===== config.mk =====
export PLATFORM = sky130hd
export DESIGN_NAME = ex_stage
export DESIGN_NICKNAME = d
export VERILOG_FILES = /design/src/rtl/risc_pkg.sv /design/src/rtl/alu.sv /design/src/rtl/fwd_mux.sv /design/src/rtl/ex_stage.sv
export SDC_FILE = /design/constraint.sdc
export NUM_CORES = 1
export LEC_CHECK = 0
export BUFFER_PORTS_ARGS = -buffer_cell sky130_fd_sc_hd__buf_2
export CAP_MARGIN = 20
export CELL_PAD_IN_SITES_DETAIL_PLACEMENT = 1
export CELL_PAD_IN_SITES_GLOBAL_PLACEMENT = 2
export CORE_ASPECT_RATIO = 1.2
export CORE_MARGIN = 1
export CORE_UTILIZATION = 28
export CTS_CLUSTER_DIAMETER = 40
export DETAILED_ROUTE_END_ITERATION = 6
export HOLD_SLACK_MARGIN = 0.02
export PLACE_DENSITY = 0.86
export SLEW_MARGIN = 20
export SYNTH_ARGS = -nofsm -noshare
export SYNTH_HDL_FRONTEND = slang
export SYNTH_SLANG_ARGS = --single-unit

===== constraint.sdc =====
create_clock -name clock -period 8.3 [get_ports clock]
set_clock_uncertainty 0.15 [all_clocks]
set_input_delay 2.49 -clock clock [delete_from_list [all_inputs] [get_ports clock]]
set_output_delay 2.49 -clock clock [all_outputs]
set_load 0.01 [all_outputs]

===== src/rtl/risc_pkg.sv =====
// Shared constants for the RISC pipeline: datapath widths, ALU operation codes and branch types.
package risc_pkg;

    localparam int unsigned XLEN   = 32;
    localparam int unsigned REG_AW = 5;

    localparam logic [2:0] ALU_ADD = 3'd0;
    localparam logic [2:0] ALU_SUB = 3'd1;
    localparam logic [2:0] ALU_AND = 3'd2;
    localparam logic [2:0] ALU_SLL = 3'd3;
    localparam logic [2:0] ALU_SLR = 3'd4;

    localparam logic [1:0] BR_NONE = 2'd0;
    localparam logic [1:0] BR_EQ   = 2'd1;
    localparam logic [1:0] BR_NE   = 2'd2;
    localparam logic [1:0] BR_LT   = 2'd3;

endpackage


===== src/rtl/alu.sv =====
// 32-bit pipeline ALU: add/sub/and and logical shifts, with zero and negative flags.
module alu
    import risc_pkg::*;
#(
    parameter int unsigned XLEN = risc_pkg::XLEN
) (
    input  logic [XLEN-1:0] a_i,
    input  logic [XLEN-1:0] b_i,
    input  logic [2:0]      op_i,
    output logic [XLEN-1:0] result_o,
    output logic            zero_o,
    output logic            neg_o
);

    always_comb begin
        result_o = '0;
        unique case (op_i)
            ALU_ADD: result_o = a_i + b_i;
            ALU_SUB: result_o = a_i - b_i;
            ALU_AND: result_o = a_i & b_i;
            // The whole B value is the shift amount, so anything at or past XLEN clears the result
            ALU_SLL: result_o = (b_i < XLEN) ? (a_i << b_i) : '0;
            ALU_SLR: result_o = (b_i < XLEN) ? (a_i >> b_i) : '0;
            default: result_o = '0;
        endcase
    end

    assign zero_o = (result_o == '0);
    assign neg_o  = result_o[XLEN-1];

endmodule


===== src/rtl/fwd_mux.sv =====
// Operand forwarding for one source register: EX/MEM result first, then writeback, else RF value.
module fwd_mux #(
    parameter int unsigned XLEN   = 32,
    parameter int unsigned REG_AW = 5
) (
    input  logic [REG_AW-1:0] src_i,
    input  logic [XLEN-1:0]   rf_val_i,
    input  logic              exm_valid_i,
    input  logic              exm_reg_we_i,
    input  logic              exm_mem_rd_i,
    input  logic [REG_AW-1:0] exm_rd_i,
    input  logic [XLEN-1:0]   exm_result_i,
    input  logic              wb_we_i,
    input  logic [REG_AW-1:0] wb_rd_i,
    input  logic [XLEN-1:0]   wb_data_i,
    output logic [XLEN-1:0]   val_o
);

    logic src_nonzero;

    assign src_nonzero = (src_i != '0);

    always_comb begin
        val_o = rf_val_i;
        // A load in EX/MEM only holds an address, so it must never be forwarded
        if (exm_valid_i && exm_reg_we_i && !exm_mem_rd_i && exm_rd_i == src_i && src_nonzero) begin
            val_o = exm_result_i;
        end else if (wb_we_i && wb_rd_i == src_i && src_nonzero) begin
            val_o = wb_data_i;
        end
    end

endmodule


===== src/rtl/ex_stage.sv =====
// Execute stage: forwards operands, runs the ALU, resolves branches and registers the EX/MEM
// entry behind a valid/ready handshake.
module ex_stage #(
    parameter int unsigned XLEN   = risc_pkg::XLEN,
    parameter int unsigned REG_AW = risc_pkg::REG_AW
) (
    input  logic              clock,
    input  logic              reset,
    input  logic              in_valid,
    output logic              in_ready,
    input  logic [XLEN-1:0]   in_pc,
    input  logic [XLEN-1:0]   in_rs1_val,
    input  logic [XLEN-1:0]   in_rs2_val,
    input  logic [REG_AW-1:0] in_rs1,
    input  logic [REG_AW-1:0] in_rs2,
    input  logic [REG_AW-1:0] in_rd,
    input  logic [XLEN-1:0]   in_imm,
    input  logic              in_use_imm,
    input  logic [2:0]        in_alu_op,
    input  logic [1:0]        in_br_type,
    input  logic              in_reg_we,
    input  logic              in_mem_rd,
    input  logic              in_mem_wr,
    input  logic              wb_we,
    input  logic [REG_AW-1:0] wb_rd,
    input  logic [XLEN-1:0]   wb_data,
    input  logic              flush,
    output logic              out_valid,
    input  logic              out_ready,
    output logic [XLEN-1:0]   out_result,
    output logic [XLEN-1:0]   out_store_data,
    output logic [REG_AW-1:0] out_rd,
    output logic              out_reg_we,
    output logic              out_mem_rd,
    output logic              out_mem_wr,
    output logic              br_taken,
    output logic [XLEN-1:0]   br_target
);

    import risc_pkg::*;

    logic [XLEN-1:0]   rs1_fwd, rs2_fwd, op_b, alu_result;
    logic              alu_zero, alu_neg, br_cond, accept, hold;

    logic              valid_q, valid_d;
    logic [XLEN-1:0]   result_q, result_d;
    logic [XLEN-1:0]   store_q, store_d;
    logic [REG_AW-1:0] rd_q, rd_d;
    logic              reg_we_q, reg_we_d;
    logic              mem_rd_q, mem_rd_d;
    logic              mem_wr_q, mem_wr_d;
    logic              br_taken_q, br_taken_d;
    logic [XLEN-1:0]   br_target_q, br_target_d;

    assign hold     = valid_q && !out_ready;
    assign in_ready = !hold;
    assign accept   = in_valid && in_ready;

    fwd_mux #(.XLEN(XLEN), .REG_AW(REG_AW)) u_fwd_rs1 (
        .src_i        (in_rs1),
        .rf_val_i     (in_rs1_val),
        .exm_valid_i  (valid_q),
        .exm_reg_we_i (reg_we_q),
        .exm_mem_rd_i (mem_rd_q),
        .exm_rd_i     (rd_q),
        .exm_result_i (result_q),
        .wb_we_i      (wb_we),
        .wb_rd_i      (wb_rd),
        .wb_data_i    (wb_data),
        .val_o        (rs1_fwd)
    );

    fwd_mux #(.XLEN(XLEN), .REG_AW(REG_AW)) u_fwd_rs2 (
        .src_i        (in_rs2),
        .rf_val_i     (in_rs2_val),
        .exm_valid_i  (valid_q),
        .exm_reg_we_i (reg_we_q),
        .exm_mem_rd_i (mem_rd_q),
        .exm_rd_i     (rd_q),
        .exm_result_i (result_q),
        .wb_we_i      (wb_we),
        .wb_rd_i      (wb_rd),
        .wb_data_i    (wb_data),
        .val_o        (rs2_fwd)
    );

    assign op_b = in_use_imm ? in_imm : rs2_fwd;

    alu #(.XLEN(XLEN)) u_alu (
        .a_i      (rs1_fwd),
        .b_i      (op_b),
        .op_i     (in_alu_op),
        .result_o (alu_result),
        .zero_o   (alu_zero),
        .neg_o    (alu_neg)
    );

    always_comb begin
        br_cond = 1'b0;
        unique case (in_br_type)
            BR_EQ:   br_cond = alu_zero;
            BR_NE:   br_cond = !alu_zero;
            BR_LT:   br_cond = alu_neg;
            default: br_cond = 1'b0;
        endcase
    end

    always_comb begin
        valid_d     = valid_q;
        result_d    = result_q;
        store_d     = store_q;
        rd_d        = rd_q;
        reg_we_d    = reg_we_q;
        mem_rd_d    = mem_rd_q;
        mem_wr_d    = mem_wr_q;
        br_target_d = br_target_q;
        // br_taken is a single pulse; holding a stalled entry never repeats it
        br_taken_d  = 1'b0;
        if (accept) begin
            valid_d     = !flush;
            result_d    = alu_result;
            store_d     = rs2_fwd;
            rd_d        = in_rd;
            reg_we_d    = in_reg_we;
            mem_rd_d    = in_mem_rd;
            mem_wr_d    = in_mem_wr;
            br_target_d = in_pc + in_imm;
            br_taken_d  = br_cond && !flush;
        end else if (!hold) begin
            valid_d = 1'b0;
        end
    end

    always_ff @(posedge clock) begin
        if (reset) begin
            valid_q     <= 1'b0;
            result_q    <= '0;
            store_q     <= '0;
            rd_q        <= '0;
            reg_we_q    <= 1'b0;
            mem_rd_q    <= 1'b0;
            mem_wr_q    <= 1'b0;
            br_taken_q  <= 1'b0;
            br_target_q <= '0;
        end else begin
            valid_q     <= valid_d;
            result_q    <= result_d;
            store_q     <= store_d;
            rd_q        <= rd_d;
            reg_we_q    <= reg_we_d;
            mem_rd_q    <= mem_rd_d;
            mem_wr_q    <= mem_wr_d;
            br_taken_q  <= br_taken_d;
            br_target_q <= br_target_d;
        end
    end

    assign out_valid      = valid_q;
    assign out_result     = result_q;
    assign out_store_data = store_q;
    assign out_rd         = rd_q;
    assign out_reg_we     = reg_we_q;
    assign out_mem_rd     = mem_rd_q;
    assign out_mem_wr     = mem_wr_q;
    assign br_taken       = br_taken_q;
    assign br_target      = br_target_q;

endmodule

==> impl_metrics.env <==
export IMPL_status="complete, no violations"
export IMPL_cp_startpoint="wb_rd[0]"
export IMPL_dp_hpwl_um=82600
export IMPL_grt_usage_pct=38.1
export IMPL_period_needed_ns=8.20
export IMPL_fmaxAchievable_mhz=122
export IMPL_hold_path_depth=2
export IMPL_worstSetupPathType="in2reg"
export IMPL_utilization_pct=39.0
export IMPL_power_density_nw_per_um2=138
export IMPL_drt_pass1_iterations=5
export IMPL_hold_viol=0
export IMPL_hp_class="reg2reg"
export IMPL_highest_layer="met5"
export IMPL_drt_total_wl_um=103000
export IMPL_syn_area_um2=14300
export IMPL_drc=0
export IMPL_cp_num_buf_inv=7
export IMPL_cp_depth=30
export IMPL_cp_arrival_ns=8.33
export IMPL_ys_types=97
export IMPL_cts_buffers_inserted=9
export IMPL_rsz0062_at_grt="true"
export IMPL_num_vias=20700
export IMPL_clkSinkCount=106
export IMPL_p_leak_nw=8.26
export IMPL_ys_warn_count=0
export IMPL_ioPinCount=302
export IMPL_power_total_mw=2.70
export IMPL_antenna_found_initial=5
export IMPL_path_delay_family="simple AND/OR/NAND/NOR gates"
export IMPL_min_from="br_target[10]"
export IMPL_tightest_slew_ns=1.17
export IMPL_met3WireLength_um=7300
export IMPL_setup_violations=0
export IMPL_cap_violations=0
export IMPL_power_frac_comb_pct=59.8
export IMPL_htreeDepth=3
export IMPL_grt_start_max_net_pins=76
export IMPL_filler_cell_count=6402
export IMPL_final_cell_mix="buf_4 (381), buf_2 (300), nand2_1 (238)"
export IMPL_setup_worst_path_start_class="input pin"
export IMPL_grt_pass1_vias=20600
export IMPL_die_w_um=208
export IMPL_synth_nets=2363
export IMPL_wl_per_cell_um=31.3
export IMPL_core_area_um2=50300
export IMPL_synth_top_area_share_pct=14.9
export IMPL_max_stage_delay_ns=0.56
export IMPL_drive_above_1_share_pct=31.5
export IMPL_finalCritPeriodShare_pct=98.9
export IMPL_pwr_share_seq_pct=22.3
export IMPL_async_reset_ff_share_pct=0
export IMPL_synth_area_top_cells="dfxtp_1 (15%), nand2_1 (6.3%), nand3_1 (5.8%), ha_1 (5.6%), a21oi_1 (5.6%)"
export IMPL_routed_via_density=6.32
export IMPL_whs_ns=0.304
export IMPL_slew_headroom_pct=21.0
export IMPL_avgSynthCellArea_um2=6.79
export IMPL_end_kind="flop"
export IMPL_drt_iter0_drc=1919
export IMPL_worst_ep_required_time_ns=8.42
export IMPL_final_antenna_net_count=0
export IMPL_insertion_delay_ns=0.39
export IMPL_synth_edf_count=0
export IMPL_critPathMaxFanout=7
export IMPL_seq_area_frac_synth_pct=14.9
export IMPL_clockBufferDepth=2
export IMPL_start_util_pct=28.4
export IMPL_grt_first_pass_wirelength_um=145000
export IMPL_yosys_area_top_type="dfxtp_1"
export IMPL_area_growth_pct=37.6
export IMPL_synth_ff_type="dfxtp_1"
export IMPL_ir_drop_mv=0.0998
export IMPL_r2r_start="out_rd[4]"
export IMPL_finalMaxSlewViolations=0
export IMPL_die_h_um=249
export IMPL_sw_frac_of_total_pct=48.2
export IMPL_final_common_cell="buf_4"
export IMPL_p_sw_mw=1.30
export IMPL_cellInternalPower_mw=1.40
export IMPL_finalNetCount=2890
export IMPL_cp_slowest_cell="or4b_4"
export IMPL_ys_ff_latch=106
export IMPL_postSynthCellCount=2102
export IMPL_cts_tree="built"
export IMPL_reg2reg_depth=28
export IMPL_cp_common_cell="buf_4"
export IMPL_cts_root_buffer="clkbuf_16"
export IMPL_wl_met1_um=39000
export IMPL_grt_overflow=0
export IMPL_clkPwrFrac_pct=17.9
export IMPL_clkSlewWorstSetupHoldPaths_ns=0.08
export IMPL_wl_met2_um=47400
export IMPL_place_congestion=1.09
export IMPL_core_rowCount=90
export IMPL_dieArea_um2=51900
export IMPL_io_buffers=301
==> repair_timing <==
action                     CTS  global route
resized for setup           23            48
setup endpoints to repair    2             3
gates cloned                 0             0
hold buffers                 0             0
pin swaps                   15            19
setup buffers                3            10
==> tightest hold or removal path, cell delays in order (launching register included) <==
cell and delay (ns):
dfxtp_1 0.32, nand2_1 0.05, a21oi_1 0.05
==> per-layer routing <==
layer  global-route usage, %  vias to the layer above
li1                        -                     9067
met1                    44.3                    10200
met2                    62.9                     1073
met3                    5.99                      365
met4                    28.9                        2
met5                       0                        -
==> cell families (layout without fill, tap and decap cells) <==
group,Yosys count,in the layout,share of synthesized area [%]
muxes,45,45,3.75
AOI/OAI and AO/OA,741,741,34.7
other,0,4,0
buffers and inverters,208,740,6.49
adders and majority gates,66,66,5.89
and+or+nand+nor,841,841,28.5
xor gates and xnor gates,95,95,5.83
DFF,106,106,14.9
==> power by group through the flow <==
stage	Clock, mW	Combinational (mW)	Sequential (mW)
2_1_floorplan	0	0.767	0.606
3_3_place_gp	0	1.50	0.609
3_5_place_dp	0	1.52	0.611
4_1_cts	0.488	1.54	0.599
5_1_grt	0.503	1.69	0.603
6_report	0.483	1.62	0.602
==> final timing paths <==
kind                        end  slack, ns
setup / recovery       br_taken        0.1
hold / removal    br_target[10]       0.30
setup reg to reg       br_taken       2.07
hold reg to reg   br_target[10]       0.30
==> state kept, by name, summed over array words and instances, names as in the netlist <==
register        cells
br_taken            1
out_mem_wr          1
out_valid           1
out_result         32
br_target          32
out_rd              5
out_mem_rd          1
out_reg_we          1
out_store_data     32
==> cell type report <==
cell class                      instances  area [um2]  area share (%)
Antenna cell                            4        10.0          0.0510
Clock buffer                            9         225            1.15
Clock inverter                          7        81.3           0.414
Inverter                               32         120           0.611
Multi-Input combinational cell       1788       11700            59.7
Sequential cell                       106        2120            10.8
Tap cell                              644         806            4.10
Timing Repair Buffer                  692        4550            23.2
==> cell usage after synthesis (10+ instances only) <==
cell type  instances
nor3_1           111
a21o_1            19
clkbuf_1         112
nor4_1            10
a22oi_1           11
buf_4             12
o21ai_0          137
mux2i_1           31
a32oi_1           20
nor2b_1           12
a31oi_1           83
xor2_1            44
buf_2             31
o211ai_1          44
ha_1              64
a2111oi_0         12
o31a_1            19
inv_1             30
nor2_1           149
a211oi_1          44
nand2b_1          17
a21oi_1          159
o31ai_1           40
dfxtp_1          106
nand2_1          240
and2_1            16
and3_1            15
or3_1             15
o22ai_1           21
xnor2_1           51
buf_1             12
a311oi_1          17
o21a_1            16
nand4_1           46
nand3_1          164
a221oi_1          11
==> metrics by stage <==
| stage | setup slack, ns | cells | instance area (um2) | setup TNS, ns |
|---|---|---|---|---|
| floorplan | -0.0549 | 2102 | 14400 | -0.0549 |
| global placement | -0.630 | 3249 | 18900 | -1.35 |
| detailed placement | -0.726 | 3249 | 18900 | -1.93 |
| CTS | 0.00244 | 3268 | 19300 | 0 |
| global route | -0.137 | 3280 | 19600 | -0.137 |
| finish | 0.0954 | 3282 | 19600 | 0 |
Note: power is estimated with default switching activity, not from simulation.
